--- config.mk ---
export PLATFORM = sky130hd
export DESIGN_NAME = uart_tx_fifo
export DESIGN_NICKNAME = d
export VERILOG_FILES = /design/src/rtl/uart_pkg.sv /design/src/rtl/sync_fifo.sv /design/src/rtl/uart_tx_fifo.sv
export SDC_FILE = /design/constraint.sdc
export NUM_CORES = 1
export LEC_CHECK = 0
export CORE_MARGIN = 3
export CORE_UTILIZATION = 35
export CTS_BUF_LIST = sky130_fd_sc_hd__clkbuf_8
export DETAILED_ROUTE_END_ITERATION = 12
export PLACE_DENSITY = 0.59
export SLEW_MARGIN = 10
export SYNTH_ARGS = -nofsm -noshare
export SYNTH_HDL_FRONTEND = slang
export SYNTH_SLANG_ARGS = --single-unit
--- constraint.sdc ---
create_clock -name clock -period 3.25 [get_ports clock]
set_input_delay 0.325 -clock clock [delete_from_list [all_inputs] [get_ports clock]]
set_output_delay 0.325 -clock clock [all_outputs]
set_load 0.01 [all_outputs]
--- src/rtl/uart_pkg.sv ---
// Shared types and helpers for the FIFO-fed UART transmitter.
package uart_pkg;

    typedef enum logic [1:0] {
        PAR_NONE = 2'd0,
        PAR_ODD  = 2'd1,
        PAR_EVEN = 2'd2
    } parity_t;

    typedef enum logic [2:0] {
        ST_IDLE   = 3'd0,
        ST_START  = 3'd1,
        ST_DATA   = 3'd2,
        ST_PARITY = 3'd3,
        ST_STOP   = 3'd4
    } tx_state_t;

    function automatic int frame_bits(input int data_bits, input parity_t parity, input int stop_bits);
        return 32'sd1 + data_bits + ((parity == PAR_NONE) ? 32'sd0 : 32'sd1) + stop_bits;
    endfunction

    // Zero-extension of narrower words does not change the reduction result.
    function automatic logic parity_bit(input logic [8:0] data, input parity_t parity);
        logic result;
        case (parity)
            PAR_EVEN: result = ^data;
            PAR_ODD:  result = ~^data;
            default:  result = 1'b0;
        endcase
        return result;
    endfunction

endpackage

--- src/rtl/sync_fifo.sv ---
// Show-ahead synchronous FIFO; rdata always presents the head entry.
module sync_fifo #(
    parameter int WIDTH = 8,
    parameter int DEPTH = 4
) (
    input  logic                       clock,
    input  logic                       reset,
    input  logic                       push,
    input  logic                       pop,
    input  logic [WIDTH-1:0]           wdata,
    output logic [WIDTH-1:0]           rdata,
    output logic [$clog2(DEPTH+1)-1:0] count,
    output logic                       full,
    output logic                       empty
);

    localparam int AW = $clog2(DEPTH);
    localparam int CW = $clog2(DEPTH + 1);

    logic [WIDTH-1:0] mem_r [DEPTH];
    logic [AW-1:0]    wr_ptr_r;
    logic [AW-1:0]    rd_ptr_r;
    logic [CW-1:0]    count_r;
    logic             do_push_s;
    logic             do_pop_s;

    assign full      = (count_r == CW'(DEPTH));
    assign empty     = (count_r == {CW{1'b0}});
    assign do_push_s = push && !full;
    assign do_pop_s  = pop && !empty;
    assign rdata     = mem_r[rd_ptr_r];
    assign count     = count_r;

    // Pointers and occupancy; DEPTH is a power of two so pointers wrap naturally.
    always_ff @(posedge clock) begin
        if (reset) begin
            wr_ptr_r <= {AW{1'b0}};
            rd_ptr_r <= {AW{1'b0}};
            count_r  <= {CW{1'b0}};
        end else begin
            if (do_push_s) begin
                wr_ptr_r <= wr_ptr_r + AW'(1);
            end
            if (do_pop_s) begin
                rd_ptr_r <= rd_ptr_r + AW'(1);
            end
            case ({do_push_s, do_pop_s})
                2'b10:   count_r <= count_r + CW'(1);
                2'b01:   count_r <= count_r - CW'(1);
                default: count_r <= count_r;
            endcase
        end
    end

    // Storage array; contents need no reset since count gates every read.
    always_ff @(posedge clock) begin
        if (do_push_s) begin
            mem_r[wr_ptr_r] <= wdata;
        end
    end

endmodule

--- src/rtl/uart_tx_fifo.sv ---
// Transmit-only UART fed from a small FIFO; frames stream back-to-back while data is queued.
module uart_tx_fifo
    import uart_pkg::*;
#(
    parameter int      CLOCK_HZ   = 48000000,
    parameter int      BAUD       = 9600,
    parameter int      DATA_BITS  = 8,
    parameter parity_t PARITY     = PAR_NONE,
    parameter int      STOP_BITS  = 1,
    parameter int      FIFO_DEPTH = 4
) (
    input  logic                            clock,
    input  logic                            reset,
    input  logic [DATA_BITS-1:0]            tx_data,
    input  logic                            tx_valid,
    output logic                            tx_ready,
    output logic                            serial_tx,
    output logic                            busy,
    output logic [$clog2(FIFO_DEPTH+1)-1:0] fifo_count
);

    localparam int CPB = CLOCK_HZ / BAUD;
    localparam int TW  = $clog2(CPB);
    localparam int IW  = $clog2(DATA_BITS);

    if (CPB < 2) begin : g_bad_cpb
        $error("CLOCK_HZ/BAUD must be at least 2");
    end
    if (DATA_BITS < 5 || DATA_BITS > 9) begin : g_bad_data_bits
        $error("DATA_BITS must be 5..9");
    end
    if (STOP_BITS < 1 || STOP_BITS > 2) begin : g_bad_stop_bits
        $error("STOP_BITS must be 1 or 2");
    end
    if (FIFO_DEPTH < 2 || (FIFO_DEPTH & (FIFO_DEPTH - 1)) != 0) begin : g_bad_depth
        $error("FIFO_DEPTH must be a power of two >= 2");
    end

    tx_state_t            state_r, state_n;
    logic [TW-1:0]        timer_r, timer_n;
    logic [IW-1:0]        bit_idx_r, bit_idx_n;
    logic                 stop_idx_r, stop_idx_n;
    logic [DATA_BITS-1:0] shift_r;
    logic                 parity_r;
    logic                 serial_r, serial_n;
    logic                 tick_s;
    logic                 load_s;
    logic                 shift_s;
    logic                 full_s;
    logic                 empty_s;
    logic [DATA_BITS-1:0] head_s;

    sync_fifo #(
        .WIDTH (DATA_BITS),
        .DEPTH (FIFO_DEPTH)
    ) u_fifo (
        .clock (clock),
        .reset (reset),
        .push  (tx_valid && tx_ready),
        .pop   (load_s),
        .wdata (tx_data),
        .rdata (head_s),
        .count (fifo_count),
        .full  (full_s),
        .empty (empty_s)
    );

    assign tick_s    = (timer_r == TW'(CPB - 1));
    assign tx_ready  = !full_s;
    assign serial_tx = serial_r;
    assign busy      = (state_r != ST_IDLE) || !empty_s;

    // Next-state, line level and FIFO pop decision.
    always_comb begin
        state_n    = state_r;
        bit_idx_n  = bit_idx_r;
        stop_idx_n = stop_idx_r;
        serial_n   = serial_r;
        load_s     = 1'b0;
        shift_s    = 1'b0;
        if (state_r == ST_IDLE || tick_s) begin
            timer_n = {TW{1'b0}};
        end else begin
            timer_n = timer_r + TW'(1);
        end
        case (state_r)
            ST_IDLE: begin
                if (!empty_s) begin
                    load_s = 1'b1;
                end else begin
                    serial_n = 1'b1;
                end
            end
            ST_START: begin
                if (tick_s) begin
                    state_n   = ST_DATA;
                    bit_idx_n = {IW{1'b0}};
                    serial_n  = shift_r[0];
                end else begin
                    state_n = ST_START;
                end
            end
            ST_DATA: begin
                if (!tick_s) begin
                    state_n = ST_DATA;
                end else if (bit_idx_r != IW'(DATA_BITS - 1)) begin
                    bit_idx_n = bit_idx_r + IW'(1);
                    shift_s   = 1'b1;
                    serial_n  = shift_r[1];
                end else if (PARITY != PAR_NONE) begin
                    state_n  = ST_PARITY;
                    serial_n = parity_r;
                end else begin
                    state_n    = ST_STOP;
                    stop_idx_n = 1'b0;
                    serial_n   = 1'b1;
                end
            end
            ST_PARITY: begin
                if (tick_s) begin
                    state_n    = ST_STOP;
                    stop_idx_n = 1'b0;
                    serial_n   = 1'b1;
                end else begin
                    state_n = ST_PARITY;
                end
            end
            ST_STOP: begin
                if (!tick_s) begin
                    state_n = ST_STOP;
                end else if (stop_idx_r != 1'(STOP_BITS - 1)) begin
                    stop_idx_n = 1'b1;
                end else if (!empty_s) begin
                    load_s = 1'b1;
                end else begin
                    state_n  = ST_IDLE;
                    serial_n = 1'b1;
                end
            end
            default: begin
                state_n  = ST_IDLE;
                serial_n = 1'b1;
            end
        endcase
        // A pop always opens a new frame with the start bit on the same edge.
        if (load_s) begin
            state_n  = ST_START;
            timer_n  = {TW{1'b0}};
            serial_n = 1'b0;
        end else begin
            state_n = state_n;
        end
    end

    // Control state, bit timer and registered line output.
    always_ff @(posedge clock) begin
        if (reset) begin
            state_r    <= ST_IDLE;
            timer_r    <= {TW{1'b0}};
            bit_idx_r  <= {IW{1'b0}};
            stop_idx_r <= 1'b0;
            serial_r   <= 1'b1;
        end else begin
            state_r    <= state_n;
            timer_r    <= timer_n;
            bit_idx_r  <= bit_idx_n;
            stop_idx_r <= stop_idx_n;
            serial_r   <= serial_n;
        end
    end

    // Payload shifter and parity captured from the popped word.
    always_ff @(posedge clock) begin
        if (reset) begin
            shift_r  <= {DATA_BITS{1'b0}};
            parity_r <= 1'b0;
        end else if (load_s) begin
            shift_r  <= head_s;
            parity_r <= parity_bit(9'(head_s), PARITY);
        end else if (shift_s) begin
            shift_r  <= shift_r >> 1;
        end else begin
            shift_r  <= shift_r;
        end
    end

endmodule
; ---- After elaboration in Yosys (flattened, before gate mapping)
; Memories as Yosys holds them, arrays and structs flattened. A register that Yosys moved wholly into a read port is not among the register bits.
; Cells that the tools add are included.
[word_totals]
register_bits = 36
mem_count = 1
ramBits = 32
[classes]
mux = 42
bitwise = 1
reduce_logical = 21
eq_ne = 27
n_addsub = 6
[memory_table]
columns = memory, words, width, read_ports, rd_clocked_by_memory_dff, write_ports, line_no
row1 = u_fifo.mem_r, 4, 8, 1, 1, 1, sync_fifo.sv:20  ; logic [WIDTH-1:0] mem_r [DEPTH];
[ops]
columns = operator, n
row1 = 2-to-1 mux 3 bit, 9
row2 = 2-to-1 mux 1 bit, 22
row3 = 2-to-1 mux 8 bit, 2
row4 = "!= test 3 x 2 -> 1 bit, second input constant", 5
row5 = one-hot mux 3 bit (5 select lines), 1
row6 = "adder 13 x 1 -> 13 bit, second input constant", 1
row7 = "== test 13 bit, second input constant", 1
row8 = "!= test 2 bit, second input constant", 6
row9 = "!= test 3 bit, second input constant", 4
row10 = "!= test 4 x 3 -> 1 bit, second input constant", 3
row11 = one-hot mux 3 bit (2 select lines), 2
row12 = AND reduction 4 bit, 3
row13 = AND reduction 5 bit, 2
row14 = "adder 3 x 1 -> 3 bit, second input constant", 2
row15 = "== test 3 x 2 -> 1 bit, second input constant", 2
row16 = "== test 3 bit, second input constant", 2
row17 = zero test 3 bit, 2
row18 = 2-to-1 mux 2 bit, 3
row19 = nonzero test 2 bit, 3
row20 = nonzero test 3 bit, 2
row21 = one-hot mux 1 bit (5 select lines), 1
row22 = "adder 2 x 1 -> 2 bit, second input constant", 2
row23 = "== test 3 x 1 -> 1 bit, second input constant", 1
row24 = logical AND 1 bit, 3
row25 = other kinds (11), 13

; ---- Depth between registers and ports, before layout
[logic_depth]
depth_word = 8
depth_mapped = 11

; ---- Cells and area by module
; Synthesis repeated with hierarchy kept, for this count alone.
[hier_totals]
cells_unflattened = 272
hier_area_um2 = 3145.5
[by_module_without_submodules]
columns = mod, cells_each, n_inst, seq_area_each_um2, area_each_um2
row1 = sync_fifo, 96, 1, 1141.1, 1635.3
row2 = uart_tx_fifo, 176, 1, 560.5, 1510.2

; ---- Worst setup path before layout
; Ideal clock, no wire load.
[synth_path]
path_type = register to register
start = reg timer_r[0]
end = reg u_fifo.count_r[2] (netlist: u_fifo.count[2])
t_required_ns = 3.179
arrival_ns = 2.634
path_slack_ns = 0.546
n_path_buf = 0
stages_incl_launch_ff = 12
synth_period_minus_slack_ns = 2.704
cell_sequence = dfxtp_1 ha_1 nand4_1 o31ai_4 nand2_1 inv_1 ha_1 inv_1 fa_1 xor2_1 or3_1 a21oi_1
[synth_via]
elab_chain_cells = 6
word_cells_on_any_way = 8
classes_between = eq/ne: 3 / mux: 3 / reduce/logical: 2
[synth_rtl]
columns = element, line_no
row1 = from (decl), uart_tx_fifo.sv:40  ; logic [TW-1:0] timer_r, timer_n;
row2 = from (signal assigned), uart_tx_fifo.sv:159  ; timer_r <= {TW{1'b0}};
row3 = from (signal assigned), uart_tx_fifo.sv:165  ; timer_r <= timer_n;
row4 = == test 13 bit *, uart_tx_fifo.sv:68  ; assign tick_s = (timer_r == TW'(CPB - 1));
row5 = 2-to-1 mux 1 bit *, uart_tx_fifo.sv:129  ; if (!tick_s) begin
row6 = one-hot mux 1 bit (2 select lines) *, uart_tx_fifo.sv:86  ; case (state_r)
row7 = logical AND 1 bit *, sync_fifo.sv:30  ; assign do_pop_s = pop && !empty;
row8 = net u_fifo.do_pop_s, sync_fifo.sv:25  ; logic do_pop_s;
row9 = == test 2 x 1 -> 1 bit / == test 2 bit (equally long branches), sync_fifo.sv:47  ; case ({do_push_s, do_pop_s})
row10 = one-hot mux 3 bit (2 select lines) / nonzero test 2 bit (equally long branches), -
row11 = to (signal assigned), sync_fifo.sv:48  ; 2'b10: count_r <= count_r + CW'(1);
row12 = to (signal assigned), sync_fifo.sv:49  ; 2'b01: count_r <= count_r - CW'(1);
row13 = to (signal assigned), sync_fifo.sv:50  ; default: count_r <= count_r;
row14 = to (decl), sync_fifo.sv:23  ; logic [CW-1:0] count_r;
; Mark *: on every way through the listed nets, which the timed path passes. The rest lies on a longest branch.
; A chain may end at the register's enable or synchronous reset.

; ---- Worst setup path in the final report
; Same ends and word-level chain as after synthesis.

==> flow_summary.yaml <==
outcome:
  status: "completed"
power:
  p_comb_share_pct: 35.0
  pwr-share-clk_pct: 25.0
  seq_power_share_pct: 40.0
  peakVddDrop_uv: 327
  power_density_nw_per_um2: 849
  switching_share_pct: 34.7
  switchingPower_mw: 1.06
  leakagePower_nw: 1.16
  intPower_mw: 1.99
clocking:
  post_cts_buffers: 0
  clock_path_buffers: 2
  holdBufCountCts: 0
  htree_num_levels: 3
  clk_pin_slew_ns: 0.08
  cts-root-buf: "clkbuf_8"
  cts_made_buffers: 9
  clkLatencyLatePin_ns: 0.34
  cts_sinks: 69
  cts_tree: "yes"
  cts_resized: 0
die:
  initial_core_util_pct: 36.2
  die_w_um: 101
  coreArea_um2: 8720
  die-area_um2: 10200
  io_pins: 17
  rows: 34
  fp.dieH_um: 101
timing:
  fin_crit_sh_pct: 84.9
  grt_setup_unrepaired: "false"
  setup_viol: 0
  final_hold_viol_count: 0
  max_freq_mhz: 363
  worstMarginPinSlew_ns: 0.543
  period_needed_ns: 2.76
  finClkSkew_ns: 0.0115
  slew-limit-headroom_pct: 63.5
  tns_ns: 0
  final_max_slew_viol_count: 0
setup_path:
  slowest_delay_ns: 0.38
  cp-start-kind: "flop"
  rrSetupSlack_ns: 0.49
  cp.buffers_inverters: 2
  reg2reg_from: "timer_r[0]"
  rr_endpoint: "u_fifo.count[2]"
  path_class: "flop to flop"
  worstPathRequired_ns: 3.52
  r2r_cells: 11
  cp_top_family: "adder cells"
  crit_fanout: 5
  worst_path_max_delay_cell: "fa_1"
  cp.arrival_ns: 3.03
  crit_path_cell_trace: "ha_1 -> nand4_1 -> o31ai_4 -> nand2_1 -> inv_1 -> ha_1 -> inv_1 -> fa_1 -> xor2_1 -> or3_1 -> a21oi_1"
  worst_setup_path_end_kind: "flop"
worst_hold_path:
  min_path_type: "flop to flop"
  holdCritStartpoint: "timer_r[0]"
  hold_end: "timer_r[0]"
  min_path_cells: 1
synthesis:
  seq_area_frac_synth_pct: 53.9
  syn_nets: 287
  syn-cell-area_um2: 3160
  yosys_warnings: 0
  synth_cells: 267
  synth_area_per_cell_um2: 11.8
  async_flop_share_pct: 0
  synth_edf_count: 32
  yosys_most_used_dff: "dfxtp_1"
  synth_cell_types: 54
  synth_seq_cells: 69
run:
  drv_cap: 0
detailed_routing:
  ant_nets: 0
  vias: 2096
  routed_wl_um: 5790
  dr.pass1.iters: 4
  drt_iter0_markers: 97
  wire_per_inst_um: 14.5
  drcViolationCount: 0
  routed_via_density: 5.27
layout:
  area_growth_pct: 13.7
  drive_gt1_share_pct: 12.1
  antenna_cells: 0
  layout_common_cells: "dfxtp_1, edfxtp_1, nor2_1, clkdlybuf4s50_1, nand2_1"
  final_area_um2: 3590
  layout_commonest_cell: "dfxtp_1"
  nets: 305
global_routing:
  track_usage_pct: 12.3
  grt_pass1_wl_um: 9790
  overflow: 0
  grt_pass1_vias: 2002
  grt_max_degree: 25
  antenna_found_initial: 0
placed_design:
  hpwl_um: 3990
  port_buffers: 16
  place_congestion: 0.827
  placed_cell_area_um2: 3370
sequential cells by signal (all words and copies together) (netlist names), named ones only:
signal,count
state_r,3
shift_r,8
u_fifo.rd_ptr_r,2
serial_tx,1
bit_idx_r,3
u_fifo.count,3
u_fifo.wr_ptr_r,2
u_fifo.mem_r,32
timer_r,13
power groups by stage:
stage	registers, mW	logic (mW)	clock network [mW]
after global routing	1.25	1.19	0.831
final	1.22	1.07	0.762
after global placement	1.24	1.06	0
after floorplan	1.15	0.902	0
after detailed placement	1.24	1.06	0
after CTS	1.22	1.07	0.784
stage by stage:
| stage | util (%) | cells | hold slack, ns | setup WS [ns] | total power, mW |
|---|---|---|---|---|---|
| final | 41.1 | 398 | 0.465 | 0.492 | 3.05 |
| after global routing | 41.1 | 398 | 0.504 | 0.255 | 3.27 |
| after CTS | 41.1 | 398 | 0.472 | 0.462 | 3.08 |
| after detailed placement | 38.6 | 382 | 0.454 | 0.487 | 2.31 |
| after global placement | 38.6 | 382 | 0.445 | 0.562 | 2.29 |
| after floorplan | - | 267 | 0.424 | 0.546 | 2.05 |
layout make-up:
type | instances | area (um^2)
clock buffers | 9 | 124
clock inverters | 7 | 95.1
fillers | 837 | 5130
inverters | 12 | 45.0
multi-input cells | 174 | 1310
flip-flops and latches | 69 | 1700
well taps | 108 | 135
repair buffers | 19 | 183
per-layer routing:
| layer | share of wire (%) | wire, um | GRT usage, % | up-vias |
|---|---|---|---|---|
| li1 | - | - | - | 1041 |
| met1 | 48 | 2770 | 16.5 | 1024 |
| met2 | 48 | 2790 | 18.8 | 29 |
| met3 | 3.6 | 210 | 3.94 | 2 |
| met4 | 0.33 | 19 | 3.99 | 0 |
| met5 | 0 | 0 | 0 | - |
kinds of logic after synthesis:
family                     after synthesis  share of synthesized area, %
AOI/OAI and AO/OA                       43                          9.71
adders and majority gates                9                          3.81
buffers and inverters                   24                          4.76
muxes                                    9                          6.02
DFF                                     69                          53.9
and+or+nand+nor                         98                          17.6
xor gates and xnor gates                15                          4.16
cell usage after synthesis, types with 3 or more instances:
library cell   n  area, um^2
dfxtp_1       37         741
edfxtp_1      32         961
nor2_1        22        82.6
nand2_1       15        56.3
a21oi_1       13        65.1
inv_1         11        41.3
nand3_1       11        55.1
xnor2_1       11        96.3
nor3_1        10        50.1
ha_1           8         100
mux4_2         8         180
and3_1         7        43.8
o21ai_0        6        30.0
or3_1          6        37.5
a311o_1        5        50.1
clkbuf_1       4        15.0
clkbuf_8       4        55.1
nor3b_1        4        30.0
xor2_1         4        35.0
nand4_1        3        18.8
nor4_1         3        18.8
nor4b_1        3        26.3
o211ai_1       3        22.5
how the worst max path moves through the flow:
stage / start / to / slack, ns / depth (start not counted)
floorplan: timer_r[0] / u_fifo.count[2] / 0.55 / 11
finish: timer_r[0] / u_fifo.count[2] / 0.49 / 11
CTS: timer_r[0] / u_fifo.count[2] / 0.46 / 11
global route: timer_r[0] / u_fifo.count[2] / 0.25 / 11
global placement: timer_r[0] / u_fifo.count[2] / 0.56 / 11
detailed placement: timer_r[0] / u_fifo.count[2] / 0.49 / 11
Power figures use the tool's default switching activity.
